## config.mk

```make
export PLATFORM = sky130hd
export DESIGN_NAME = uart_rx
export DESIGN_NICKNAME = d
export VERILOG_FILES = /design/src/rtl/uart_rx.sv
export SDC_FILE = /design/constraint.sdc
export NUM_CORES = 1
export LEC_CHECK = 0
export CORE_UTILIZATION = 50
export CTS_BUF_LIST = sky130_fd_sc_hd__clkbuf_2 sky130_fd_sc_hd__clkbuf_4 sky130_fd_sc_hd__clkbuf_8
export CTS_CLUSTER_DIAMETER = 60
export DETAILED_ROUTE_END_ITERATION = 12
export DONT_BUFFER_PORTS = 1
export PLACE_DENSITY = 0.68
export SYNTH_ARGS = -nofsm -noshare
export SYNTH_HDL_FRONTEND = slang
export SYNTH_SLANG_ARGS = --single-unit
export TNS_END_PERCENT = 20
```

## constraint.sdc

```tcl
create_clock -name clk -period 1.8 [get_ports clk]
set_clock_uncertainty 0.1 [all_clocks]
set_input_delay 0.27 -clock clk [delete_from_list [all_inputs] [get_ports clk]]
set_output_delay 0.27 -clock clk [all_outputs]
set_load 0.005 [all_outputs]
```

## src/rtl/uart_rx.sv

```systemverilog
// UART receiver: oversampled by a runtime clocks-per-bit value, 8N1-style framing with a
// configurable number of data bits (LSB first), one stop bit, frame-error detection and
// break handling.
//
// Ports:
//   clk          - system clock, rising edge
//   reset        - asynchronous active-high reset
//   rx           - asynchronous serial line, idles high
//   clks_per_bit - clk cycles per bit, latched at each start-bit detection (min 2)
//   rx_data      - last good frame, held until the next good frame
//   rx_valid     - one-cycle pulse when rx_data is updated
//   frame_err    - one-cycle pulse when the stop bit is sampled low
//   busy         - high whenever the receiver is not idle
module uart_rx #(
  parameter int unsigned DATA_BITS = 8,
  parameter int unsigned CPB_WIDTH = 4
) (
  input  logic                 clk,
  input  logic                 reset,
  input  logic                 rx,
  input  logic [CPB_WIDTH-1:0] clks_per_bit,
  output logic [DATA_BITS-1:0] rx_data,
  output logic                 rx_valid,
  output logic                 frame_err,
  output logic                 busy
);

  localparam int unsigned BitCntW = $clog2(DATA_BITS + 1);

  typedef enum logic [2:0] {
    StIdle,
    StStart,
    StData,
    StStop,
    StWaitHigh
  } state_e;

  state_e               state_q, state_d;
  logic                 rx_meta_q, rx_s_q;
  logic [BitCntW-1:0]   bit_cnt_q, bit_cnt_d;
  logic [CPB_WIDTH-1:0] cyc_cnt_q, cyc_cnt_d;
  logic [CPB_WIDTH-1:0] cpb_l_q, cpb_l_d;
  logic [DATA_BITS-1:0] shift_q, shift_d;
  logic [DATA_BITS-1:0] rx_data_q, rx_data_d;
  logic                 rx_valid_q, rx_valid_d;
  logic                 frame_err_q, frame_err_d;
  logic                 busy_q, busy_d;

  logic [CPB_WIDTH-1:0] cpb_last;
  logic [CPB_WIDTH-1:0] cyc_inc;

  assign cpb_last = cpb_l_q - CPB_WIDTH'(1);
  assign cyc_inc  = cyc_cnt_q + CPB_WIDTH'(1);

  always_comb begin
    state_d     = state_q;
    bit_cnt_d   = bit_cnt_q;
    cyc_cnt_d   = cyc_cnt_q;
    cpb_l_d     = cpb_l_q;
    shift_d     = shift_q;
    rx_data_d   = rx_data_q;
    rx_valid_d  = 1'b0;
    frame_err_d = 1'b0;

    case (state_q)
      StIdle: begin
        if (!rx_s_q) begin
          state_d   = StStart;
          cyc_cnt_d = '0;
          // Below 2 clocks per bit the mid-bit sample point collapses onto the edge.
          cpb_l_d   = (clks_per_bit < CPB_WIDTH'(2)) ? CPB_WIDTH'(2) : clks_per_bit;
        end
      end
      StStart: begin
        if (cyc_cnt_q == (cpb_l_q >> 1)) begin
          if (!rx_s_q) begin
            state_d   = StData;
            cyc_cnt_d = '0;
            bit_cnt_d = '0;
          end else begin
            // Start bit did not survive to mid-bit: treat as a glitch.
            state_d = StIdle;
          end
        end else begin
          cyc_cnt_d = cyc_inc;
        end
      end
      StData: begin
        if (cyc_cnt_q == cpb_last) begin
          shift_d   = {rx_s_q, shift_q[DATA_BITS-1:1]};
          cyc_cnt_d = '0;
          if (bit_cnt_q == BitCntW'(DATA_BITS - 1)) begin
            state_d   = StStop;
            bit_cnt_d = '0;
          end else begin
            bit_cnt_d = bit_cnt_q + BitCntW'(1);
          end
        end else begin
          cyc_cnt_d = cyc_inc;
        end
      end
      StStop: begin
        if (cyc_cnt_q == cpb_last) begin
          cyc_cnt_d = '0;
          if (rx_s_q) begin
            rx_data_d  = shift_q;
            rx_valid_d = 1'b1;
            state_d    = StIdle;
          end else begin
            frame_err_d = 1'b1;
            state_d     = StWaitHigh;
          end
        end else begin
          cyc_cnt_d = cyc_inc;
        end
      end
      StWaitHigh: begin
        // Hold off until the line is released so a break never looks like a start bit.
        if (rx_s_q) begin
          state_d = StIdle;
        end
      end
      default: begin
        state_d = StIdle;
      end
    endcase

    busy_d = (state_d != StIdle);
  end

  always_ff @(posedge clk or posedge reset) begin
    if (reset) begin
      rx_meta_q   <= 1'b1;
      rx_s_q      <= 1'b1;
      state_q     <= StIdle;
      bit_cnt_q   <= '0;
      cyc_cnt_q   <= '0;
      cpb_l_q     <= '0;
      shift_q     <= '0;
      rx_data_q   <= '0;
      rx_valid_q  <= 1'b0;
      frame_err_q <= 1'b0;
      busy_q      <= 1'b0;
    end else begin
      rx_meta_q   <= rx;
      rx_s_q      <= rx_meta_q;
      state_q     <= state_d;
      bit_cnt_q   <= bit_cnt_d;
      cyc_cnt_q   <= cyc_cnt_d;
      cpb_l_q     <= cpb_l_d;
      shift_q     <= shift_d;
      rx_data_q   <= rx_data_d;
      rx_valid_q  <= rx_valid_d;
      frame_err_q <= frame_err_d;
      busy_q      <= busy_d;
    end
  end

  assign rx_data   = rx_data_q;
  assign rx_valid  = rx_valid_q;
  assign frame_err = frame_err_q;
  assign busy      = busy_q;

endmodule

```

==> reports/results.txt, run 1 <==
Counting along the longest clock path gives a buffer depth of 2. After detailed routing, the average wire length per cell comes to 16.6 µm. The leakage power of the design is 0.00105 µW, and the yosys synthesis warning count is 0.

The ratio of routed vias to standard cells was 5.55; the final routed wirelength across all metal layers was 3880 µm. Power spread over the standard cell area amounts to 1560 mW/mm². Based on the critical path, the design can be clocked at up to 502 MHz. The nature of the critical path endpoint is a register. The tools report the post-placement worst setup slack as -0.269 ns. The final hold violation count came out at 0.

In the synthesized netlist, the number of instances is 152. The floorplan step defined a core boundary enclosing 0.00336 mm². Power comes to 3500 µW. The detailed router finished its first iteration with 73 violations. The final reports fail on setup timing. The tools report the count of max-cap constraint violations as 0. Commonest register cell after synthesis: dfrtp_1. The die boundary width was 61.4 µm.

The path class of the tightest hold or removal check is input port to register. The shortest clock period the worst path allows after layout is 1.99 ns, and the clock latency reported for the late side of the worst-skew pair is 0.34 ns. The final route contains 1,292 vias. The tools report the number of clock buffers inserted by TritonCTS as 5. The critical path goes through inv_2 > ha_4 > xor2_2 > xnor2_1 > buf_4 > nand4_1 > and2_4 > mux2_2.

The required time of the critical path was 1.95 ns; the die extent in y was 61.4 µm. The logs give 0 for the DRC violations left and 36 for the number of clock sinks. For the maximum vdd drop, the log shows 0.00104 V.

Via count of the first global-routing pass: 1,413. At the pin with the least slew margin, the transition time is 0.436 ns. The largest single stage delay on the critical path is 0.41 ns. The maximum number of pins on one net before global-route repair is 37, and the count of antenna-violating nets left after detailed routing is 0. In this run the worst setup path begins at cpb_l_q[0]. The tools report the total global routing track utilization as 24.6%. The final number of setup-violating endpoints came out at 26. The largest individual stage delay along the critical path comes from the cell dfrtp_1. The run finished, with violations left. Synthesis inferred 36 register bits. The post-route netlist has 41.7% of its cells at a drive strength greater than 1. TritonCTS built the clock tree. The worst setup path is launched from a register. Setup repair after global routing could not meet its margin everywhere. The effective utilization at floorplan is 52.4%, and the mean cell area of the mapped netlist is 11.6 µm².

The tools report the last element of the critical path as bit_cnt_q[0]. In this run the tightest slew margin relative to its limit is 70.9%. The final worst-path setup slack was -0.191 ns. The logs give 45 for the count of cell types in the netlist and 18 for the number of placed I/O pins. The number of antenna repair diodes is 0. In the layout the commonest cells are dfrtp_1 (34), buf_4 (25), nor2_1 (13). In the synthesized netlist the async set-or-reset flop fraction comes to 100%.

The run gives 162 as the net count after synthesis. The area growth from synthesis to final layout works out to 27.1%. Sequential elements use 51.3% of the synthesized area.

The floorplan die area is 0.00377 mm², and the number of cell rows is 21. The first global-routing pass estimated 6420 µm of wire. After clock tree synthesis, the clock-pin slew on the worst setup and hold paths is 0.12 ns. For the max-slew violation count, the log shows 0. At the end of the flow, the number of nets in the layout was 196. The remaining global-route overflow was 0; the data arrival at the endpoint of the critical path was 2.14 ns. The ratio of final minimum period to clock period was 111%. The tools report the CTS root buffer as clkbuf_4. The number of enable-type register cells in the synthesized netlist is 0, and the final hold slack is 0.0119 ns. The H-tree generated during clock tree synthesis spans 2 levels.

The critical path is of the register to register type. Leaving out fill and tap cells, the most frequent cell in the layout is dfrtp_1. Along the worst path, the maximum fanout reaches 4. The number of cells on the worst reg-to-reg path works out to 8. The startpoint identified for the worst register-to-register timing path is cpb_l_q[0].

At the end of routability-driven placement, the weighted congestion stood at 0.849. Initial antenna violation count: 0. The number of input and output port buffers inserted is 0.

The placed wire-length estimate after detailed placement was 2600 µm. For this run, the detailed router's first-pass iteration total came to 4. Number of stages on the worst hold path: 2. The worst register-to-register path ends at bit_cnt_q[0]. The setup slack of the most critical reg-to-reg path is -0.19 ns, and the post-synthesis instance area is 0.00176 mm².
per-layer routing:
layer / up-vias / global-route usage, % / part of all wire [%]
met3: 8 / 5.67 / 2.8
met4: 0 / 12.7 / 1.8
met1: 649 / 26.7 / 41
met5: - / 0 / 0
met2: 26 / 44.6 / 55
li1: 609 / - / -
metrics by stage:
stage          area (µm²)  utilization [%]  instances  setup TNS, ns
3_5_place_dp         1990             59.3        215          -5.43
4_1_cts              2200             65.5        232          -2.71
6_report             2240             66.6        233          -3.02
3_3_place_gp         1990             59.3        215          -3.32
5_1_grt              2240             66.6        233          -4.99
2_1_floorplan        1800                -        152          -1.59
where the power goes:
| group | internal (µW) | switching (µW) |
|---|---|---|
| Clock | 154 | 285 |
| Sequential | 971 | 156 |
| Combinational | 916 | 1020 |
| Total | 2040 | 1460 |
state kept, by name, summed over array words and instances (netlist names), 3 cells and up:
| name | count |
|---|---|
| rx_data | 8 |
| state_q | 3 |
| cyc_cnt_q | 4 |
| cpb_l_q | 4 |
| bit_cnt_q | 4 |
| shift_q | 8 |
repair_timing:
item                       in CTS  in global routing
buffers inserted                2                  1
setup endpoints to repair      27                 30
gates cloned                    1                  0
hold endpoints to repair       39                  0
gates resized for setup        11                  6
hold buffers                    6                  0
pin swaps                       8                  2
area by class of cell:
cell class	instances	area, µm²
fillers	280	1120
clock buffers	5	37.5
well taps	46	57.6
multi-input cells	106	940
inverters	5	18.8
clock inverters	3	23.8
repair buffers	32	259
flip-flops and latches	36	903
cell families (layout without fill, tap and decap cells):
| group | count (synthesis) | in the layout | synth area share [%] |
|---|---|---|---|
| compound gates | 25 | 25 | 9.87 |
| xor+xnor | 9 | 9 | 4.47 |
| fa+ha+maj | 3 | 3 | 2.13 |
| buf+inv | 11 | 45 | 3.41 |
| flops | 36 | 36 | 51.3 |
| mux | 21 | 21 | 13.4 |
| simple gates | 47 | 48 | 15.5 |
worst min path at each step:
stage / start / endpoint / slack, ns
6_report: clks_per_bit[1] / cpb_l_q[0] / 0.01
5_1_grt: clks_per_bit[1] / cpb_l_q[0] / 0.01
4_1_cts: clks_per_bit[1] / cpb_l_q[0] / 0.003
3_5_place_dp: rx / rx_meta_q / 0.17
3_3_place_gp: rx / rx_meta_q / 0.17
2_1_floorplan: rx / rx_meta_q / 0.17
worst max-delay path, delay by kind of cell (launching register included):
family / cells / cell delay [ns]
and+or+nand+nor: 2 / 0.47
DFF: 1 / 0.41
xor gates and xnor gates: 2 / 0.27
muxes: 1 / 0.27
buffers and inverters: 2 / 0.25
adders and majority gates: 1 / 0.14
cells in the mapped netlist, types with 2 or more instances:
cell,n,area share [%]
nand2b_1,2,0.71
a21o_1,2,0.85
buf_6,2,1.3
nor4_1,2,0.71
nand2_1,7,1.5
buf_2,3,0.85
dfstp_2,2,3.0
inv_1,5,1.1
xnor2_1,4,2.0
nor3_1,3,0.85
o21ai_0,7,2.0
nor2_1,14,3.0
dfrtp_1,34,48
ha_1,3,2.1
mux2_1,3,1.9
a21oi_1,3,0.85
nand3_1,7,2.0
mux2_2,17,11
o41ai_1,2,0.99
xor2_1,5,2.5
Power figures use the tool's default switching activity.
==> run 2: changes to the inputs <==
--- a/config.mk
+++ b/config.mk
@@ -11,6 +11,7 @@
 export DETAILED_ROUTE_END_ITERATION = 12
 export DONT_BUFFER_PORTS = 1
 export PLACE_DENSITY = 0.68
+export REMOVE_ABC_BUFFERS = 1
 export SYNTH_ARGS = -nofsm -noshare
 export SYNTH_HDL_FRONTEND = slang
 export SYNTH_SLANG_ARGS = --single-unit
==> reports/results.txt, run 2 (same netlist as run 1, synthesis figures left out) <==
The run finished, with violations left. Violations in the final reports: setup timing (unchanged). The die extent in y is 61.4 µm (unchanged). The maximum vdd drop is 0.00116 V (was 0.00104 V), and the number of cell rows is 21 (unchanged). Number of input and output port buffers inserted: 0 (unchanged). Ratio of routed vias to standard cells: 5.66 (was 5.55). The tools report the launching element of the worst setup path as cpb_l_q[1] (was cpb_l_q[0]). The total power per unit cell area is 1660 mW/mm² (was 1560 mW/mm²), and the share of power burned in registers is 30.9% (was 32.2%). The length of the first detailed-routing pass in iterations was 4 (unchanged). The startpoint of the worst-slack reg-to-reg timing path is cpb_l_q[1] (was cpb_l_q[0]). The depth of the CTS H-tree was 2 (unchanged); the relative slew slack was 69.7% (was 70.9%). Buffer levels on the longest clock path: 2 (unchanged). The tools report the final number of setup-violating endpoints as 25 (was 26). Crit path cell chain: inv_2 > ha_4 > xor2_1 > xnor2_1 > buf_4 > nand4_1 > buf_6 > and2_4 > mux2_2 (was inv_2 > ha_4 > xor2_2 > xnor2_1 > buf_4 > nand4_1 > and2_4 > mux2_2). The most common cell after layout, fill and taps aside is dfrtp_1 (unchanged).

Critical path class: register to register (unchanged). The leakage power of the design is 0.00108 µW (was 0.00105 µW), and the ratio of final minimum period to clock period is 112% (was 111%). The tools report the final routed wirelength across all metal layers as 3690 µm (was 3880 µm). The run gives 0.793 (was 0.849) as the placer congestion estimate.

The initial antenna violation count is 0 (unchanged), and the count of fill cells added during filler insertion is 259 (was 280). The via count of the first global-routing pass is 1,303 (was 1,413), and the count of max-cap constraint violations is 0 (unchanged). Number of cells on the worst reg-to-reg path: 9 (was 8). The global-route wire length before repair was 5710 µm (was 6420 µm). The switching part of the total is 39.3% (was 41.7%), and the number of clock sinks is 36 (unchanged). Top library cells by usage in the layout, fill and taps aside: dfrtp_1 (34), buf_4 (27), mux2_2 (16) (was dfrtp_1 (34), buf_4 (25), nor2_1 (13)). Setup repair after global routing could not meet its margin everywhere.

TritonCTS built the clock tree. The area growth from synthesis to final layout is 27.6% (was 27.1%). The logs give -0.221 ns (was -0.191 ns) for the final worst-path setup slack and -0.22 ns (was -0.19 ns) for the setup slack of the most critical reg-to-reg path. For the internal power contribution, the log shows 2260 µW (was 2040 µW). The tools report the last element of the critical path as bit_cnt_q[0] (unchanged). The worst min-delay path class is input port to register (unchanged). The DRC violations left was 0 (unchanged). The die boundary width is 61.4 µm (unchanged). Number of stages on the worst hold path: 2 (unchanged).

For the number of placed I/O pins, the log shows 18 (unchanged). The max-slew violation count is 0 (unchanged). The required time of the critical path was 1.95 ns (about the same). The run gives 21.7% (was 24.6%) as the total global routing track utilization. The effective utilization at floorplan is 52.4% (unchanged), and the longest individual stage delay on the worst path is 0.41 ns (about the same).

The transition time of the tightest slew-check pin is 0.454 ns (was 0.436 ns). Final net count: 198 (was 196). Endpoint of the worst register-to-register path: bit_cnt_q[0] (unchanged). The final hold slack was 0.0238 ns (was 0.0119 ns). Post-placement worst setup slack: -0.291 ns (was -0.269 ns). The reported net switching power was 1460 µW (about the same); the total via count after detailed routing was 1,329 (was 1,292). The critical-path maximum fanout is 4 (unchanged), and the average wire per standard cell is 15.7 µm (was 16.6 µm). The tools report the clock latency reported for the late side of the worst-skew pair as 0.35 ns (was 0.34 ns). The logs give 0 (unchanged) for the remaining global-route overflow and 0 (unchanged) for the number of antenna repair diodes.

The proportion of power drawn by the clock network was 15.4% (was 12.5%). CTS root buffer: clkbuf_4 (unchanged). The run gives 64 (was 73) as the violation count after the first detailed-route iteration. The share of layout cells above drive strength 1 was 40.7% (was 41.7%). The run gives 2.17 ns (was 2.14 ns) as the data arrival at the endpoint of the critical path. The number of clock buffers inserted by TritonCTS is 5 (unchanged). The cell with the biggest individual delay on the critical path is dfrtp_1 (unchanged).

The relative contribution of combinational cells to total power is 53.7% (was 55.3%). The placed wire-length estimate after detailed placement came out at 2280 µm (was 2600 µm). The critical path depth came out at 9 (was 8).

Sort of element at the start of the critical path: a register (unchanged). Startpoint of the most critical hold path: clks_per_bit[0] (was clks_per_bit[1]). The maximum achievable frequency is 495 MHz (was 502 MHz), and the clock edge transition at the registers on the reported setup and hold paths is 0.11 ns (was 0.12 ns). The count of antenna-violating nets left after detailed routing is 0 (unchanged). The count of buffering cells on the critical path with inverters included came out at 3 (was 2). The number of non-filler instances in the completed layout is 235 (was 233), and the placed cell count is 216 (was 215).

Shortest clock period the worst path allows after layout: 2.02 ns (was 1.99 ns). For the maximum number of pins on one net before global-route repair, the log shows 37 (unchanged). The placeable core region came out at 0.00336 mm² (unchanged). For the final hold violation count, the log shows 0 (unchanged). The floorplan die area came out at 0.00377 mm² (unchanged). The nature of the critical path endpoint is a register (unchanged). The cell family contributing the most delay on the critical path was buffers and inverters (was simple AND/OR/NAND/NOR gates).
==> run 2: changes by cell type in the layout (fill, tap and decap cells not counted), sizes merged <==
cell | before | now
clkinvlp | 2 | 1
buf | 26 | 30
nor2 | 16 | 15
dlygate4sd3 | 6 | 5
bufinv | 0 | 1
==> run 2: through the flow <==
| step | cell area (µm²) | total power, µW | TNS (ns) | util, % |
|---|---|---|---|---|
| after floorplan | 1720 | 2090 | -4.99 | - |
| after detailed placement | 1960 | 2680 | -5.86 | 58.2 |
| after CTS | 2180 | 3560 | -2.52 | 64.8 |
| final | 2250 | 3720 | -3.99 | 66.9 |
| after global placement | 1960 | 2620 | -4.04 | 58.2 |
| after global routing | 2250 | 3960 | -5.90 | 66.9 |
==> run 2: timing repair <==
item,in CTS,in global routing
buffers inserted,5,1
hold endpoints to repair,38,0
endpoints found under the setup margin,28,29
gates resized for setup,12,12
hold buffers,5,0
pin swaps,10,5
==> run 2: how the worst min path moves through the flow <==
stage / to
3_3_place_gp: rx_meta_q
4_1_cts: cpb_l_q[0]
3_5_place_dp: rx_meta_q
2_1_floorplan: rx_meta_q
6_report: cpb_l_q[0]
5_1_grt: cpb_l_q[0]
==> run 2: per-layer routing <==
layer	up-vias	GRT usage [%]	routed length [µm]
li1	626	-	-
met1	646	26.6	1560
met2	43	35.7	1850
met3	14	6.51	196
met4	0	9.52	82
met5	-	0	0
==> run 2: area by class of cell <==
type | instances | area (µm²) | area share (%)
inverters | 5 | 18.8 | 0.835
multi-input cells | 105 | 902 | 40.1
clock buffers | 5 | 37.5 | 1.67
repair buffers | 35 | 287 | 12.7
clock inverters | 3 | 42.5 | 1.89
flip-flops and latches | 36 | 903 | 40.2
well taps | 46 | 57.6 | 2.56
==> run 2: power groups by stage <==
stage	registers, µW	clock network [µW]	logic [µW]
floorplan	1150	0	935
global placement	1140	0	1490
detailed placement	1140	0	1540
CTS	1130	593	1830
global route	1170	622	2170
finish	1150	575	2000
==> run 3: changes to the inputs <==
--- a/config.mk
+++ b/config.mk
@@ -10,6 +10,7 @@
 export CTS_CLUSTER_DIAMETER = 60
 export DETAILED_ROUTE_END_ITERATION = 12
 export DONT_BUFFER_PORTS = 1
+export HOLD_SLACK_MARGIN = 0.05
 export PLACE_DENSITY = 0.68
 export REMOVE_ABC_BUFFERS = 1
 export SYNTH_ARGS = -nofsm -noshare
==> reports/results.txt, run 3 (same netlist as run 1, synthesis figures left out) <==
The tools report the share of power burned in registers as 30.8% (was 30.9%). The total power per unit cell area came out at 1660 mW/mm² (about the same). The switching part of the total is 39.5% (was 39.3%).

The number of input and output port buffers inserted is 0 (unchanged). The logs give 2260 µW (about the same) for the internal power contribution and 0.00196 mm² (unchanged) for the post-placement cell area. The logs give 0.00109 µW (was 0.00108 µW) for the leakage power of the design and 18 (unchanged) for the number of placed I/O pins.

The global-route wire length before repair was 5750 µm (was 5710 µm); the number of antenna repair diodes was 0 (unchanged). The run gives 52.4% (unchanged) as the effective utilization at floorplan. Number of non-filler instances in the completed layout: 236 (was 235). The tools report the CTS root buffer as clkbuf_4 (unchanged).

The floorplan die area was 0.00377 mm² (unchanged). The final routed wirelength across all metal layers is 3760 µm (was 3690 µm). The number of clock sinks was 36 (unchanged); the proportion of power drawn by the clock network was 15.5% (was 15.4%). DRC violations left: 0 (unchanged).

For the count of fill cells added during filler insertion, the log shows 258 (was 259). Relative slew slack: 69.0% (was 69.7%). Area growth from synthesis to final layout: 28.2% (was 27.6%). The length of the first detailed-routing pass in iterations was 4 (unchanged). The initial antenna violation count was 0 (unchanged); the average wire per standard cell was 15.9 µm (was 15.7 µm). The placed cell count is 216 (unchanged), and the final worst-path setup slack is -0.220 ns (was -0.221 ns). The tools report the clock latency reported for the late side of the worst-skew pair as 0.36 ns (was 0.35 ns). The flow ran to the end, but the final reports show violations.

The run gives 1480 µW (was 1460 µW) as the reported net switching power. TritonCTS built the clock tree. Worst min-delay path class: input port to register (unchanged). The ratio of routed vias to standard cells was 5.68 (was 5.66). The maximum achievable frequency came out at 495 MHz (about the same). The placer congestion estimate is 0.793 (unchanged), and the number of cell rows is 21 (unchanged).

Most common cell after layout, fill and taps aside: dfrtp_1 (unchanged). The logs give 21.9% (was 21.7%) for the total global routing track utilization and 0 (unchanged) for the count of antenna-violating nets left after detailed routing. The final net count was 199 (was 198). For the final hold violation count, the log shows 0 (unchanged).

The final hold slack is 0.128 ns (was 0.0238 ns). Violations in the final reports: setup timing (unchanged). The ratio of final minimum period to clock period came out at 112% (about the same). The share of layout cells above drive strength 1 came out at 40.5% (was 40.7%).

Setup repair after global routing could not meet its margin everywhere. The logs give 25 (unchanged) for the final number of setup-violating endpoints and 1,341 (was 1,329) for the total via count after detailed routing. The tools report the placeable core region as 0.00336 mm² (unchanged). Critical path class: register to register (unchanged). The placed wire-length estimate after detailed placement was 2280 µm (unchanged); the critical-path maximum fanout was 4 (unchanged). Top library cells by usage in the layout, fill and taps aside: dfrtp_1 (34), buf_4 (27), mux2_2 (16) (unchanged). For the violation count after the first detailed-route iteration, the log shows 63 (was 64). The count of max-cap constraint violations was 0 (unchanged).

For the remaining global-route overflow, the log shows 0 (unchanged). The logs give 0 (unchanged) for the max-slew violation count and 37 (unchanged) for the maximum number of pins on one net before global-route repair. The tools report the nature of the critical path endpoint as a register (unchanged).

The number of clock buffers inserted by TritonCTS was 5 (unchanged). The transition time of the tightest slew-check pin is 0.465 ns (was 0.454 ns), and the relative contribution of combinational cells to total power is 53.8% (was 53.7%). The run gives 2.17 ns (about the same) as the data arrival at the endpoint of the critical path.

The run gives 1,300 (was 1,303) as the via count of the first global-routing pass. The logs give 2 (unchanged) for the depth of the CTS H-tree and 1.95 ns (about the same) for the required time of the critical path. The shortest clock period the worst path allows after layout was 2.02 ns (about the same); the maximum vdd drop was 0.00116 V (about the same). The tools report the final design area excluding fillers as 0.00226 mm² (was 0.00225 mm²). The clock edge transition at the registers on the reported setup and hold paths is 0.11 ns (about the same). The die extent in y came out at 61.4 µm (unchanged). The die boundary width is 61.4 µm (unchanged). The tools report the sort of element at the start of the critical path as a register (unchanged). Buffer levels on the longest clock path: 2 (unchanged).
[run 3: cell types whose count changed in the layout (fill, tap and decap cells not counted)]
cell,change
dlygate4sd3_1,+1
[run 3: worst paths after layout]
kind                                 startpoint            to  slack [ns]  depth (start not counted)
min in group asynchronous                 reset  cyc_cnt_q[0]        0.35                          3
worst min register to register        rx_meta_q        rx_s_q        0.26                          0
worst max register to register       cpb_l_q[1]  bit_cnt_q[0]       -0.22                          9
worst max-delay path                 cpb_l_q[1]  bit_cnt_q[0]       -0.22                          9
max in group asynchronous                 reset     rx_meta_q        0.89                          3
worst min-delay path            clks_per_bit[3]    cpb_l_q[1]        0.13                          3
[run 3: worst max-delay path, cell delays in order (launching register included)]
cell and delay [ns]:
dfrtp_1 0.41, inv_2 0.09, ha_4 0.13, xor2_1 0.17, xnor2_1 0.13, buf_4 0.15, nand4_1 0.14, buf_6 0.17
and2_4 0.16, mux2_2 0.26
[run 3: per-stage QoR]
stage          util, %  power [µW]  setup WS, ns  TNS, ns
6_report          67.2        3740        -0.220    -3.90
5_1_grt           67.2        3970        -0.311    -5.90
3_5_place_dp      58.2        2680        -0.291    -5.86
4_1_cts           65.1        3560        -0.140    -2.52
2_1_floorplan        -        2090        -0.425    -4.99
3_3_place_gp      58.2        2620        -0.210    -4.04
[run 3: cell type report]
type / count / area, µm² / area share (%)
Timing Repair Buffer: 36 / 297 / 13.1
Clock inverter: 3 / 42.5 / 1.88
Clock buffer: 5 / 37.5 / 1.66
Inverter: 5 / 18.8 / 0.831
Tap cell: 46 / 57.6 / 2.55
Multi-Input combinational cell: 105 / 902 / 39.9
Sequential cell: 36 / 903 / 40.0
[run 3: routing by layer]
metal / vias to the layer above / track usage, % / wire (µm)
met1: 648 / 26.8 / 1600
met5: - / 0 / 0
met2: 48 / 36.2 / 1870
met4: 0 / 9.52 / 91
met3: 17 / 6.51 / 191
li1: 628 / - / -
[run 3: repair_timing]
action,in CTS,in global routing
endpoints found under the setup margin,28,29
hold buffers,6,0
hold endpoints to repair,39,0
setup buffers,5,1
cloned,0,0
pin swaps,10,5
gates resized for setup,12,12
[run 3: power by group through the flow]
stage / registers [µW] / logic (µW) / clock network [µW]
after global routing: 1170 / 2170 / 622
after floorplan: 1150 / 935 / 0
final: 1150 / 2010 / 579
after global placement: 1140 / 1490 / 0
after CTS: 1130 / 1830 / 593
after detailed placement: 1140 / 1540 / 0
